[src/rtl/qed_replay_buffer_if.sv]
// qed_replay_buffer_if
//   Groups the IFU-side handshake and the QED decoder-side outputs of
//   qed_replay_buffer into one bundle.
//   master : drives ena, exec_dup, stall, ifu_instruction, ifu_valid
//   slave  : drives ifu_ready, ifu_qed_instruction, qed_valid, dup_mode,
//            dup_done, buf_count, buf_full
interface qed_replay_buffer_if #(
  parameter int AW = 4
);
  logic          ena;
  logic          exec_dup;
  logic          stall;
  logic [31:0]   ifu_instruction;
  logic          ifu_valid;
  logic          ifu_ready;
  logic [31:0]   ifu_qed_instruction;
  logic          qed_valid;
  logic          dup_mode;
  logic          dup_done;
  logic [AW:0]   buf_count;
  logic          buf_full;

  modport master (
    output ena, exec_dup, stall, ifu_instruction, ifu_valid,
    input  ifu_ready, ifu_qed_instruction, qed_valid, dup_mode, dup_done,
           buf_count, buf_full
  );

  modport slave (
    input  ena, exec_dup, stall, ifu_instruction, ifu_valid,
    output ifu_ready, ifu_qed_instruction, qed_valid, dup_mode, dup_done,
           buf_count, buf_full
  );
endinterface

[src/rtl/qed_replay_buffer.sv]
// qed_replay_buffer
//   Front stage of the QED instruction path. Forwards fetched instructions
//   to the QED decoder (one register stage) and, when enabled, records them
//   in a circular buffer. On exec_dup the recorded words are replayed in
//   program order as the duplicate stream while the IFU is held off.
// Ports
//   clk, rst_n : clock, asynchronous active-low reset
//   bus        : qed_replay_buffer_if.slave (IFU handshake + decoder outputs)
//
// state | meaning
// ORIG  | forward IFU instructions, record them when ena is high
// DUP   | replay buffered instructions, IFU blocked
module qed_replay_buffer #(
  parameter int DEPTH = 16,
  parameter int AW    = 4
) (
  input  logic               clk,
  input  logic               rst_n,
  qed_replay_buffer_if.slave bus
);

  localparam logic [31:0]   NOP      = 32'h0000_0013;
  localparam logic [AW:0]   CNT_ONE  = (AW+1)'(1);
  localparam logic [AW:0]   CNT_FULL = (AW+1)'(DEPTH);
  localparam logic [AW-1:0] PTR_ONE  = AW'(1);

  typedef enum logic {ORIG = 1'b0, DUP = 1'b1} state_t;

  state_t        state_q, state_d;
  logic [31:0]   mem [DEPTH];
  logic [AW-1:0] wr_ptr, rd_ptr;
  logic [AW:0]   count_q;
  logic [31:0]   out_q;
  logic          valid_q, dup_mode_q, dup_done_q;

  logic          buf_full_w, start_dup, ready_w, wr_en, rd_en;

  assign buf_full_w = (count_q == CNT_FULL);
  assign start_dup  = bus.ena && bus.exec_dup && (count_q != '0);

  always_comb begin
    state_d = state_q;
    ready_w = 1'b0;
    case (state_q)
      ORIG: begin
        // Fetch is blocked in the entry cycle so that cycle emits a NOP.
        ready_w = !bus.stall && !start_dup && !(bus.ena && buf_full_w);
        if (start_dup && !bus.stall) state_d = DUP;
      end
      DUP: begin
        if (!bus.stall && count_q == CNT_ONE) state_d = ORIG;
      end
      default: state_d = ORIG;
    endcase
  end

  // ready_w is only ever high in ORIG with no stall.
  assign wr_en = bus.ifu_valid && ready_w && bus.ena;
  assign rd_en = (state_q == DUP) && !bus.stall;

  always_ff @(posedge clk or negedge rst_n) begin
    if (!rst_n) state_q <= ORIG;
    else        state_q <= state_d;
  end

  always_ff @(posedge clk) begin
    if (wr_en) mem[wr_ptr] <= bus.ifu_instruction;
  end

  always_ff @(posedge clk or negedge rst_n) begin
    if (!rst_n) begin
      wr_ptr     <= '0;
      rd_ptr     <= '0;
      count_q    <= '0;
      out_q      <= NOP;
      valid_q    <= 1'b0;
      dup_mode_q <= 1'b0;
      dup_done_q <= 1'b0;
    end else if (!bus.stall) begin
      if (wr_en) begin
        wr_ptr  <= wr_ptr + PTR_ONE;
        count_q <= count_q + CNT_ONE;
      end else if (rd_en) begin
        rd_ptr  <= rd_ptr + PTR_ONE;
        count_q <= count_q - CNT_ONE;
      end

      if (state_q == DUP) begin
        out_q      <= mem[rd_ptr];
        valid_q    <= 1'b1;
        dup_done_q <= (count_q == CNT_ONE);
      end else if (bus.ifu_valid && ready_w) begin
        out_q      <= bus.ifu_instruction;
        valid_q    <= 1'b1;
        dup_done_q <= 1'b0;
      end else begin
        out_q      <= NOP;
        valid_q    <= 1'b0;
        dup_done_q <= 1'b0;
      end

      // Stays high one edge past DUP exit so it covers the last replayed word.
      dup_mode_q <= (state_q == DUP) || (state_d == DUP);
    end
  end

  assign bus.ifu_ready           = ready_w;
  assign bus.ifu_qed_instruction = out_q;
  assign bus.qed_valid           = valid_q;
  assign bus.dup_mode            = dup_mode_q;
  assign bus.dup_done            = dup_done_q;
  assign bus.buf_count           = count_q;
  assign bus.buf_full            = buf_full_w;

endmodule
[src/flat_wrapper.sv]
// flat-port wrapper written by rule: the top's interface ports become plain ports
module qed_replay_buffer_flat 
#(
  parameter int DEPTH = 16,
  parameter int AW    = 4
)
  (clk, rst_n, bus_ena, bus_exec_dup, bus_stall, bus_ifu_instruction, bus_ifu_valid, bus_ifu_ready, bus_ifu_qed_instruction, bus_qed_valid, bus_dup_mode, bus_dup_done, bus_buf_count, bus_buf_full);
  qed_replay_buffer_if #(.AW(AW)) bus_i ();
  input  logic clk;
  input  logic rst_n;
  input wire logic [$bits(bus_i.ena)-1:0] bus_ena;
  input wire logic [$bits(bus_i.exec_dup)-1:0] bus_exec_dup;
  input wire logic [$bits(bus_i.stall)-1:0] bus_stall;
  input wire logic [$bits(bus_i.ifu_instruction)-1:0] bus_ifu_instruction;
  input wire logic [$bits(bus_i.ifu_valid)-1:0] bus_ifu_valid;
  output wire logic [$bits(bus_i.ifu_ready)-1:0] bus_ifu_ready;
  output wire logic [$bits(bus_i.ifu_qed_instruction)-1:0] bus_ifu_qed_instruction;
  output wire logic [$bits(bus_i.qed_valid)-1:0] bus_qed_valid;
  output wire logic [$bits(bus_i.dup_mode)-1:0] bus_dup_mode;
  output wire logic [$bits(bus_i.dup_done)-1:0] bus_dup_done;
  output wire logic [$bits(bus_i.buf_count)-1:0] bus_buf_count;
  output wire logic [$bits(bus_i.buf_full)-1:0] bus_buf_full;
  assign bus_i.ena = bus_ena;
  assign bus_i.exec_dup = bus_exec_dup;
  assign bus_i.stall = bus_stall;
  assign bus_i.ifu_instruction = bus_ifu_instruction;
  assign bus_i.ifu_valid = bus_ifu_valid;
  assign bus_ifu_ready = bus_i.ifu_ready;
  assign bus_ifu_qed_instruction = bus_i.ifu_qed_instruction;
  assign bus_qed_valid = bus_i.qed_valid;
  assign bus_dup_mode = bus_i.dup_mode;
  assign bus_dup_done = bus_i.dup_done;
  assign bus_buf_count = bus_i.buf_count;
  assign bus_buf_full = bus_i.buf_full;
  qed_replay_buffer #(.DEPTH(DEPTH), .AW(AW)) u_core (.clk(clk), .rst_n(rst_n), .bus(bus_i));
endmodule
[config.mk]
export PLATFORM = sky130hd
export DESIGN_NAME = qed_replay_buffer_flat
export DESIGN_NICKNAME = d
export VERILOG_FILES = /design/src/rtl/qed_replay_buffer_if.sv /design/src/rtl/qed_replay_buffer.sv /design/src/flat_wrapper.sv
export SDC_FILE = /design/constraint.sdc
export NUM_CORES = 1
export LEC_CHECK = 0
export BUFFER_PORTS_ARGS = -buffer_cell sky130_fd_sc_hd__buf_2
export CAP_MARGIN = 20
export CORE_ASPECT_RATIO = 2
export CORE_MARGIN = 2
export CORE_UTILIZATION = 45
export DETAILED_ROUTE_END_ITERATION = 12
export GPL_ROUTABILITY_DRIVEN = 0
export SLEW_MARGIN = 20
export SYNTH_ARGS = -nofsm -noshare
export SYNTH_HDL_FRONTEND = slang
export SYNTH_SLANG_ARGS = --single-unit
[constraint.sdc]
create_clock -name clk -period 3.2 [get_ports clk]
set_input_delay 0.64 -clock clk [delete_from_list [all_inputs] [get_ports clk]]
set_output_delay 0.64 -clock clk [all_outputs]
set_load 0.02 [all_outputs]
Word-level counts from Yosys, hierarchy flattened. Memories as Yosys holds them, arrays and structs flattened. Index checks and enable logic that the tools add are counted. Widths: inputs -> output; s select.

Register bits after elaboration: 49. Bits in latches: 0. RAM bits: 512. Memory bits (read-only): 0. Bits of input ports: 38. Output and inout bits: 42. Logic and storage cells: 50. Memories kept: 1.

Memory list: u_core.mem (depth 16, bits a word 32, rd ports 1, clocked after memory_dff 0, write ports 1, RTL line qed_replay_buffer.sv:30) `logic [31:0] mem [DEPTH];`.

$add $sub $neg: 4. Multiply operators: 0. Divide/modulo/power cells: 0. Magnitude comparators: 0. Equality and inequality tests: 2. Shifts and indexed selects: 0. Muxes and demuxes: 13. Bitwise gates (word level): 3. Reduce and logical (&&, ||, !) cells: 19.

Operators with widths (number): $mux 32 (2); $logic_and 1x1->1 (10); $mux 5 (2); $add 4x1->4 const B (2); $mux 1 (8); $add 5x1->5 const B (1); $eq 5x1->1 const B (1); $eq 5x5->1 const B (1); $reduce_bool 5->1 (1); $sub 5x1->5 const B (1); $reduce_and 2->1 (2); $logic_not 1->1 (3); $not 1->1 (3); $reduce_and 3->1 (1); $pmux 1 s2 (1); $reduce_bool 2->1 (1); $logic_or 1x1->1 (1).

Logic depth before layout (Yosys ltp). Gate-level depths: netlist (run 1).

Depth after elaboration: 10. Depth in mapped cells: 8. Mapped depth without buffers: 6.

Worst setup path before layout (run 1). OpenSTA, ideal clock, no wires.

Path type: register -> register. From: register u_core.count_q[0], in the netlist u_core.bus.buf_count[0]. To: memory u_core.mem[5][0], enable pin. Library setup time: 0.416 ns. Arrival: 3.205 ns. Required time: 2.784 ns. Path slack: -0.421 ns. Stages on the path, launching flop included: 8. Path buffers: 1. Clock period less this slack: 3.621 ns. Path through: dfrtp_1 inv_1 ha_1 or3b_4 a2111oi_4 buf_6 nand2_4 nor3b_2.

Cells in the longest elaborated chain, start to end: 10. Elaborated cells on any way between the ends: 13. Those cells by class: eq/ne: 1; mux: 3; reduce/logical: 9.

Ends and longest elaborated chain: start: declaration (RTL line qed_replay_buffer.sv:32) `logic [AW:0] count_q;`; start signal: assignment (RTL line qed_replay_buffer.sv:82) `count_q <= count_q + CNT_ONE;`; start signal: assignment (RTL line qed_replay_buffer.sv:85) `count_q <= count_q - CNT_ONE;`; $reduce_bool 5->1 (RTL line qed_replay_buffer.sv:39) `assign start_dup = bus.ena && bus.exec_dup && (count_q != '0);`; $logic_and 1x1->1 (RTL line qed_replay_buffer.sv:39); $logic_not 1->1 (RTL line qed_replay_buffer.sv:47) `ready_w = !bus.stall && !start_dup && !(bus.ena && buf_full_w);`; $logic_and 1x1->1 (RTL line qed_replay_buffer.sv:47); $logic_and 1x1->1 (*) (RTL line qed_replay_buffer.sv:47); $mux 1 (*) (RTL line qed_replay_buffer.sv:44) `case (state_q)`; $logic_and 1x1->1 (*) (2 in a row) (RTL line qed_replay_buffer.sv:58) `assign wr_en = bus.ifu_valid && ready_w && bus.ena;`; $mux 1 (*) (RTL line qed_replay_buffer.sv:67) `if (wr_en) mem[wr_ptr] <= bus.ifu_instruction;`; $mux 1 (implied by the code) (*) (RTL line qed_replay_buffer.sv:67); end: declaration (RTL line qed_replay_buffer.sv:30).

Every way passes the cells marked *; elsewhere a longest branch is shown, timed or not.

Final worst setup path (run 1).
From: register u_core.count_q[0], in the netlist u_core.bus.buf_count[0]. To: output port bus_ifu_ready.

Cells in the longest elaborated chain, start to end: 6. Elaborated cells on any way between the ends: 9. Those cells by class: eq/ne: 1; mux: 1; reduce/logical: 7.

Ends and longest elaborated chain: $reduce_bool 5->1 (RTL line qed_replay_buffer.sv:39); $logic_and 1x1->1 (RTL line qed_replay_buffer.sv:39); $logic_not 1->1 (RTL line qed_replay_buffer.sv:47); $logic_and 1x1->1 (RTL line qed_replay_buffer.sv:47); $logic_and 1x1->1 (*) (RTL line qed_replay_buffer.sv:47); $mux 1 (*) (RTL line qed_replay_buffer.sv:44); end: declaration (RTL line flat_wrapper.sv:16) `output wire logic [$bits(bus_i.ifu_ready)-1:0] bus_ifu_ready;`.

Marked as above.

==> key figures, run 1 <==
Drt
  • Starting DRT DRC Count: 1053
  • Routed vias/inst: 5.832
  • Vias: 11816
  • DRC viols: 0
  • Wire per inst: 27.91 um
  • ANT nets after route: 0
  • TritonRoute pass-1 iters: 5
  • Final wirelength: 56.55 mm

Timing
  • Final Cycle Share: 91.39%
  • Final Skew: 27.62 ps
  • Final number of setup-violating endpoints: 0
  • Final Max Tran Viols: 0
  • Final setup margin: 275.6 ps
  • Fin. Hold Viols: 0
  • Unrepaired setup endpoints after global routing: no
  • Fin crit period: 2924 ps
  • Max Fclk: 341.9 MHz
  • Least-Margin Pin Slew: 832.0 ps
  • Max-slew headroom: 44.40%

Global route
  • First-pass GRT wire length: 81.73 mm
  • Vias in the first global route: 12127
  • Initial antenna violation count: 1
  • Final global-route overflow total: 0
  • Largest net degree at the start of global routing: 61
  • Total track usage: 22.37%

Logic synthesis
  • Ranking of synthesized cells by area: edfxtp_1 (70%), mux2i_1 (11%), dfrtp_1 (5.3%)
  • Register area share after synthesis: 75.89%
  • Post-Syn Area per Cell: 17.73 um^2
  • Syn Nets: 1281
  • #FFs+latches synth: 561
  • Main synth FF type: edfxtp_1
  • Post-Syn Area: 21880 um^2
  • Top-count cell post-synth: edfxtp_1
  • Yosys top cell by area: edfxtp_1
  • Post-synth cell types: 42
  • Post-Synthesis Cells: 1234
  • Asr flop ratio synth: 8.734%
  • Top cell type's share of synthesized area: 70.27%
  • Top cells by count, synth: edfxtp_1 (512), mux2i_1 (236), a22oi_1 (93)
  • Yosys warns: 0
  • EDFF count, synth: 512

Setup path
  • CP endpoint kind: output port
  • CP Class: register to output port
  • Worst path cell trace: inv_1, ha_1, or3b_4, a22oi_1, and2_1, buf_2
  • Critical path fanouts, max: 7
  • Critical Path AT: 2280 ps
  • Slowest CP cell: dfrtp_1
  • R2R setup slack: 360 ps
  • CP required: 2560 ps
  • CP startpoint kind: register
  • CP peak stage delay: 460 ps

Clocking
  • Total CTS buffers: 47
  • Root Driver: clkbuf_16
  • H-Tree Depth: 2
  • Clock Sinks: 561
  • Clock transition at the registers of the reported paths: 70 ps
  • Clock Latency Late Sink: 590 ps
  • Post-CTS resize count: 0
  • Clk buf depth: 3
  • TritonCTS clock tree: done

Status
  • Outcome: completed

Die
  • Die Area: 50510 um^2
  • Core Box Area: 48210 um^2
  • Die Ht: 315.8 um
  • # rows: 114
  • Starting density of the core: 45.38%
  • Die W: 159.9 um
  • Ports: 80

Final layout
  • Fill cell count: 3976
  • Nets: 1396
  • Share of cells above drive strength 1: 18.95%
  • ANT cells: 0
  • Area growth, synth to finish: 15.58%

Job
  • Max cap viols: 0

Placed design
  • # port buffers: 79
  • Post-DP HPWL: 35.76 mm
  • Pre-CTS WS: 165.8 ps

Power and ir drop
  • PnR Total Power: 20.94 mW
  • VDD IR max: 0.6209 mV
  • P_leak: 8.987 nW
  • Power per cell area: 828.2 nW/um^2

Worst hold path
  • Hold Path Class: input port to async pin
placed cells by master, fill, tap and decap left out, types with 5 or more instances in the layout:
master | Yosys | layout
edfxtp_1 | 512 | 512
mux2i_1 | 236 | 236
a22oi_1 | 93 | 93
buf_2 | 30 | 79
nand2_1 | 68 | 68
a32oi_1 | 49 | 49
clkbuf_16 | 0 | 48
dfrtp_1 | 46 | 45
buf_4 | 1 | 40
a21oi_1 | 30 | 30
buf_12 | 0 | 20
nand3_1 | 19 | 19
and2_2 | 0 | 13
mux4_2 | 10 | 10
xnor2_1 | 10 | 10
bufinv_16 | 0 | 10
ha_1 | 9 | 9
clkbuf_8 | 0 | 9
inv_1 | 7 | 7
nor2_1 | 9 | 7
clkinv_2 | 0 | 7
clkbuf_1 | 36 | 6
o21ai_0 | 5 | 5
worst max-delay path: cells and delay by family (launching register included):
| kind | cells | cell delay (ps) |
|---|---|---|
| AO/OA/AOI/OAI | 1 | 210 |
| adder cells (fa/ha/maj) | 1 | 170 |
| flip-flops | 1 | 460 |
| buffers and inverters | 2 | 270 |
| AND/OR/NAND/NOR | 2 | 600 |
per-layer routing:
layer / vias to the layer above / routed length [um] / GRT usage [%]
li1: 5153 / - / -
met5: - / 16 / 0
met3: 93 / 3080 / 3.070
met2: 429 / 29940 / 40.26
met1: 6139 / 21180 / 26.93
met4: 2 / 2342 / 9.705
timing repair:
action | in CTS | in global routing
hold buffers | 0 | 0
buffers inserted | 0 | 1
setup endpoints to repair | 0 | 45
registers in the layout, summed over array words and instances, names as in the netlist:
register	flops
u_core.bus.dup_done	1
u_core.mem	512
u_core.bus.dup_mode	1
u_core.bus.ifu_qed_instruction	32
u_core.state_q	1
u_core.bus.buf_count	5
u_core.wr_ptr	4
u_core.bus.qed_valid	1
u_core.rd_ptr	4
kinds of logic (layout without fill, tap and decap cells):
family,Yosys count,after routing,synth area share [%]
multiplexers,246,246,11.83
adder cells (fa/ha/maj),9,9,0.5147
flip-flops,561,561,75.89
XOR/XNOR,10,10,0.4003
buffers and inverters,80,234,1.595
AND/OR/NAND/NOR,139,139,3.277
AO/OA/AOI/OAI,189,189,6.496
layout make-up:
| type | instances | area (um^2) | area share (%) |
|---|---|---|---|
| inverters | 7 | 26.28 | 0.1039 |
| clock buffers | 63 | 1348 | 5.328 |
| clock inverters | 25 | 402.9 | 1.593 |
| flip-flops and latches | 561 | 16610 | 65.67 |
| repair buffers | 139 | 1096 | 4.334 |
| multi-input cells | 593 | 5010 | 19.81 |
| well taps | 638 | 798.3 | 3.157 |
worst paths after layout:
path	startpoint	cells after the start	end
worst max-delay path	u_core.bus.buf_count[0]	6	bus_ifu_ready
worst min-delay path	rst_n	1	u_core.bus.ifu_qed_instruction[13]
worst max register to register	u_core.bus.buf_count[0]	8	u_core.mem[3][28]
worst min register to register	u_core.bus.ifu_qed_instruction[7]	2	u_core.bus.ifu_qed_instruction[7]
max in group asynchronous	rst_n	2	u_core.bus.ifu_qed_instruction[4]
min in group clk	bus_ifu_instruction[28]	3	u_core.bus.ifu_qed_instruction[28]
report_power, final:
part / switching, mW / leakage, nW / total, mW / internal [mW]
clock network: 2.61 / 0.850 / 6.39 / 3.79
logic: 3.44 / 2.95 / 5.67 / 2.22
registers: 0.557 / 5.18 / 8.89 / 8.33
stage by stage:
stage | cell area, um^2 | hold WS [ps] | cells | setup TNS, ps | util (%)
2_1_floorplan | 21880 | 344.4 | 1234 | -52510 | -
3_3_place_gp | 23530 | 465.3 | 1937 | 0 | 48.81
3_5_place_dp | 23530 | 461.8 | 1937 | 0 | 48.81
4_1_cts | 25280 | 152.4 | 2025 | 0 | 52.44
5_1_grt | 25290 | 175.9 | 2026 | 0 | 52.46
6_report | 25290 | 135.1 | 2026 | 0 | 52.46
Power figures use the tool's default switching activity.
==> run 2: changes to the inputs <==
--- a/config.mk
+++ b/config.mk
@@ -9,5 +9,4 @@
 export CAP_MARGIN = 20
 export CORE_ASPECT_RATIO = 2
-export CORE_MARGIN = 2
 export CORE_UTILIZATION = 45
 export DETAILED_ROUTE_END_ITERATION = 12
==> constraint.sdc (replaced) <==
create_clock -name clk -period 3.2 [get_ports clk]
set_input_delay 0.64 -clock clk [delete_from_list [all_inputs] [get_ports clk]]
set_output_delay 0.64 -clock clk [all_outputs]
set_load 0.05 [all_outputs]
==> key figures, run 2 (synthesized netlist as in run 1, its figures left out) <==
Clocking
  • Clk buf depth: 3
  • Total CTS buffers: 46
  • TritonCTS clock tree: done
  • Clock Sinks: 561
  • Post-CTS resize count: 0
  • H-Tree Depth: 2
  • Clock Latency Late Sink: 570 ps
  • Root Driver: clkbuf_16
  • Hold_buf cts: 0
  • Post-CTS setup buffers: 0
  • Clock transition at the registers of the reported paths: 70 ps

Timing
  • Post-route setup TNS: 0 ps
  • Unrepaired setup endpoints after global routing: no
  • Final Cycle Share: 93.76%
  • Fin crit period: 3000 ps
  • Final Max Tran Viols: 0
  • Final setup margin: 199.7 ps
  • Final number of setup-violating endpoints: 0
  • Max-slew headroom: 46.88%
  • Fin. Hold Viols: 0
  • Least-Margin Pin Slew: 796.9 ps
  • Final Skew: 21.21 ps
  • Max Fclk: 333.3 MHz

Drt
  • ANT nets after route: 0
  • Routed vias/inst: 5.818
  • Wire per inst: 27.35 um
  • TritonRoute pass-1 iters: 5
  • Starting DRT DRC Count: 951
  • Final wirelength: 55.17 mm
  • Vias: 11734
  • DRC viols: 0

Setup path
  • CP Class: register to register
  • CP peak stage delay: 590 ps
  • Worst path cell trace: inv_2, ha_1, or3b_4, a2111oi_4, nor3b_2, and2_2, buf_12
  • CP endpoint kind: register
  • Critical path fanouts, max: 24
  • CP startpoint kind: register
  • Critical Path AT: 3260 ps
  • CP required: 3460 ps
  • Worst R2R Path Depth: 7
  • Reg-to-Reg End: u_core.mem[0][27]
  • R2R setup slack: 200 ps
  • FF-to-FF Start: u_core.bus.buf_count[0]
  • Slowest CP cell: a2111oi_4
  • CP startpoint: u_core.bus.buf_count[0]

Global route
  • Largest net degree at the start of global routing: 66
  • Total track usage: 23.00%
  • First-pass GRT wire length: 80.64 mm
  • Initial antenna violation count: 2
  • Vias in the first global route: 12297
  • Final global-route overflow total: 0

Final layout
  • Area growth, synth to finish: 14.65%
  • Fill cell count: 3990
  • Register area: 16610 um^2
  • Commonest cells after routing, fill and taps aside: edfxtp_1 (512), mux2i_1 (236), a22oi_1 (93), buf_2 (78), nand2_1 (68)
  • Nets: 1390
  • Commonest non-fill, non-tap cell in the layout: edfxtp_1
  • Number of flip-flops in the largest register: 512
  • Reg with most FFs: u_core.mem
  • Share of cells above drive strength 1: 18.06%
  • ANT cells: 0
  • Multi-input logic area: 5019 um^2

Worst hold path
  • Hold Path Class: input port to async pin

Placed design
  • # port buffers: 79
  • Post-DP HPWL: 34.02 mm
  • Pre-CTS WS: 189.9 ps

Die
  • Starting density of the core: 45.38%
  • Die Ht: 313.8 um
  • Ports: 80
  • Core Box Area: 48210 um^2
  • Die W: 157.9 um
  • # rows: 114
  • Die Area: 49560 um^2

Status
  • Outcome: completed

Power and ir drop
  • P_leak: 8.868 nW
  • PnR Total Power: 20.85 mW
  • VDD IR max: 0.5018 mV
  • Power per cell area: 831.3 nW/um^2

Job
  • Max cap viols: 0
==> run 2: worst max-delay path by stage <==
stage               depth (start not counted)                 end  slack (ps)
floorplan                                   7    u_core.mem[7][0]         0.8
global route                                7   u_core.mem[0][24]          40
finish                                      7   u_core.mem[0][27]         200
global placement                            7  u_core.mem[15][29]         300
CTS                                         6       bus_ifu_ready         200
detailed placement                          7   u_core.mem[0][13]         190
==> run 2: power by group <==
part           internal (mW)  switching, mW
logic                   2.26           4.03
registers               8.33          0.472
clock network           3.22           2.53
==> run 2: layout make-up <==
class | count | area share [%]
Clock buffer | 54 | 4.873
Clock inverter | 30 | 1.182
Inverter | 7 | 0.1047
Multi-Input combinational cell | 593 | 20.01
Sequential cell | 561 | 66.22
Tap cell | 638 | 3.182
Timing Repair Buffer | 134 | 4.429
==> run 2: metrics by stage <==
step | hold WS, ps | std cells | cell area [um^2] | utilization [%]
after floorplan | 344.4 | 1234 | 21920 | -
after global placement | 492.7 | 1933 | 23560 | 48.87
after detailed placement | 497.8 | 1933 | 23560 | 48.87
after CTS | 238.4 | 2017 | 25080 | 52.02
after global routing | 83.53 | 2017 | 25080 | 52.03
final | 50.37 | 2017 | 25080 | 52.03
==> run 2: worst max-delay path, delay by kind of cell (launching register included) <==
kind                     cells  cell delay, ps
flip-flops                   1             460
adder cells (fa/ha/maj)      1             170
buffers and inverters        2             330
AND/OR/NAND/NOR              3            1130
AO/OA/AOI/OAI                1             590
==> run 2: routing by layer <==
| metal | track usage [%] | vias up | part of all wire [%] |
|---|---|---|---|
| li1 | - | 5149 | - |
| met1 | 27.44 | 6014 | 37 |
| met2 | 41.43 | 437 | 53 |
| met3 | 3.088 | 130 | 5.6 |
| met4 | 9.003 | 4 | 3.6 |
| met5 | 0 | - | 0.042 |
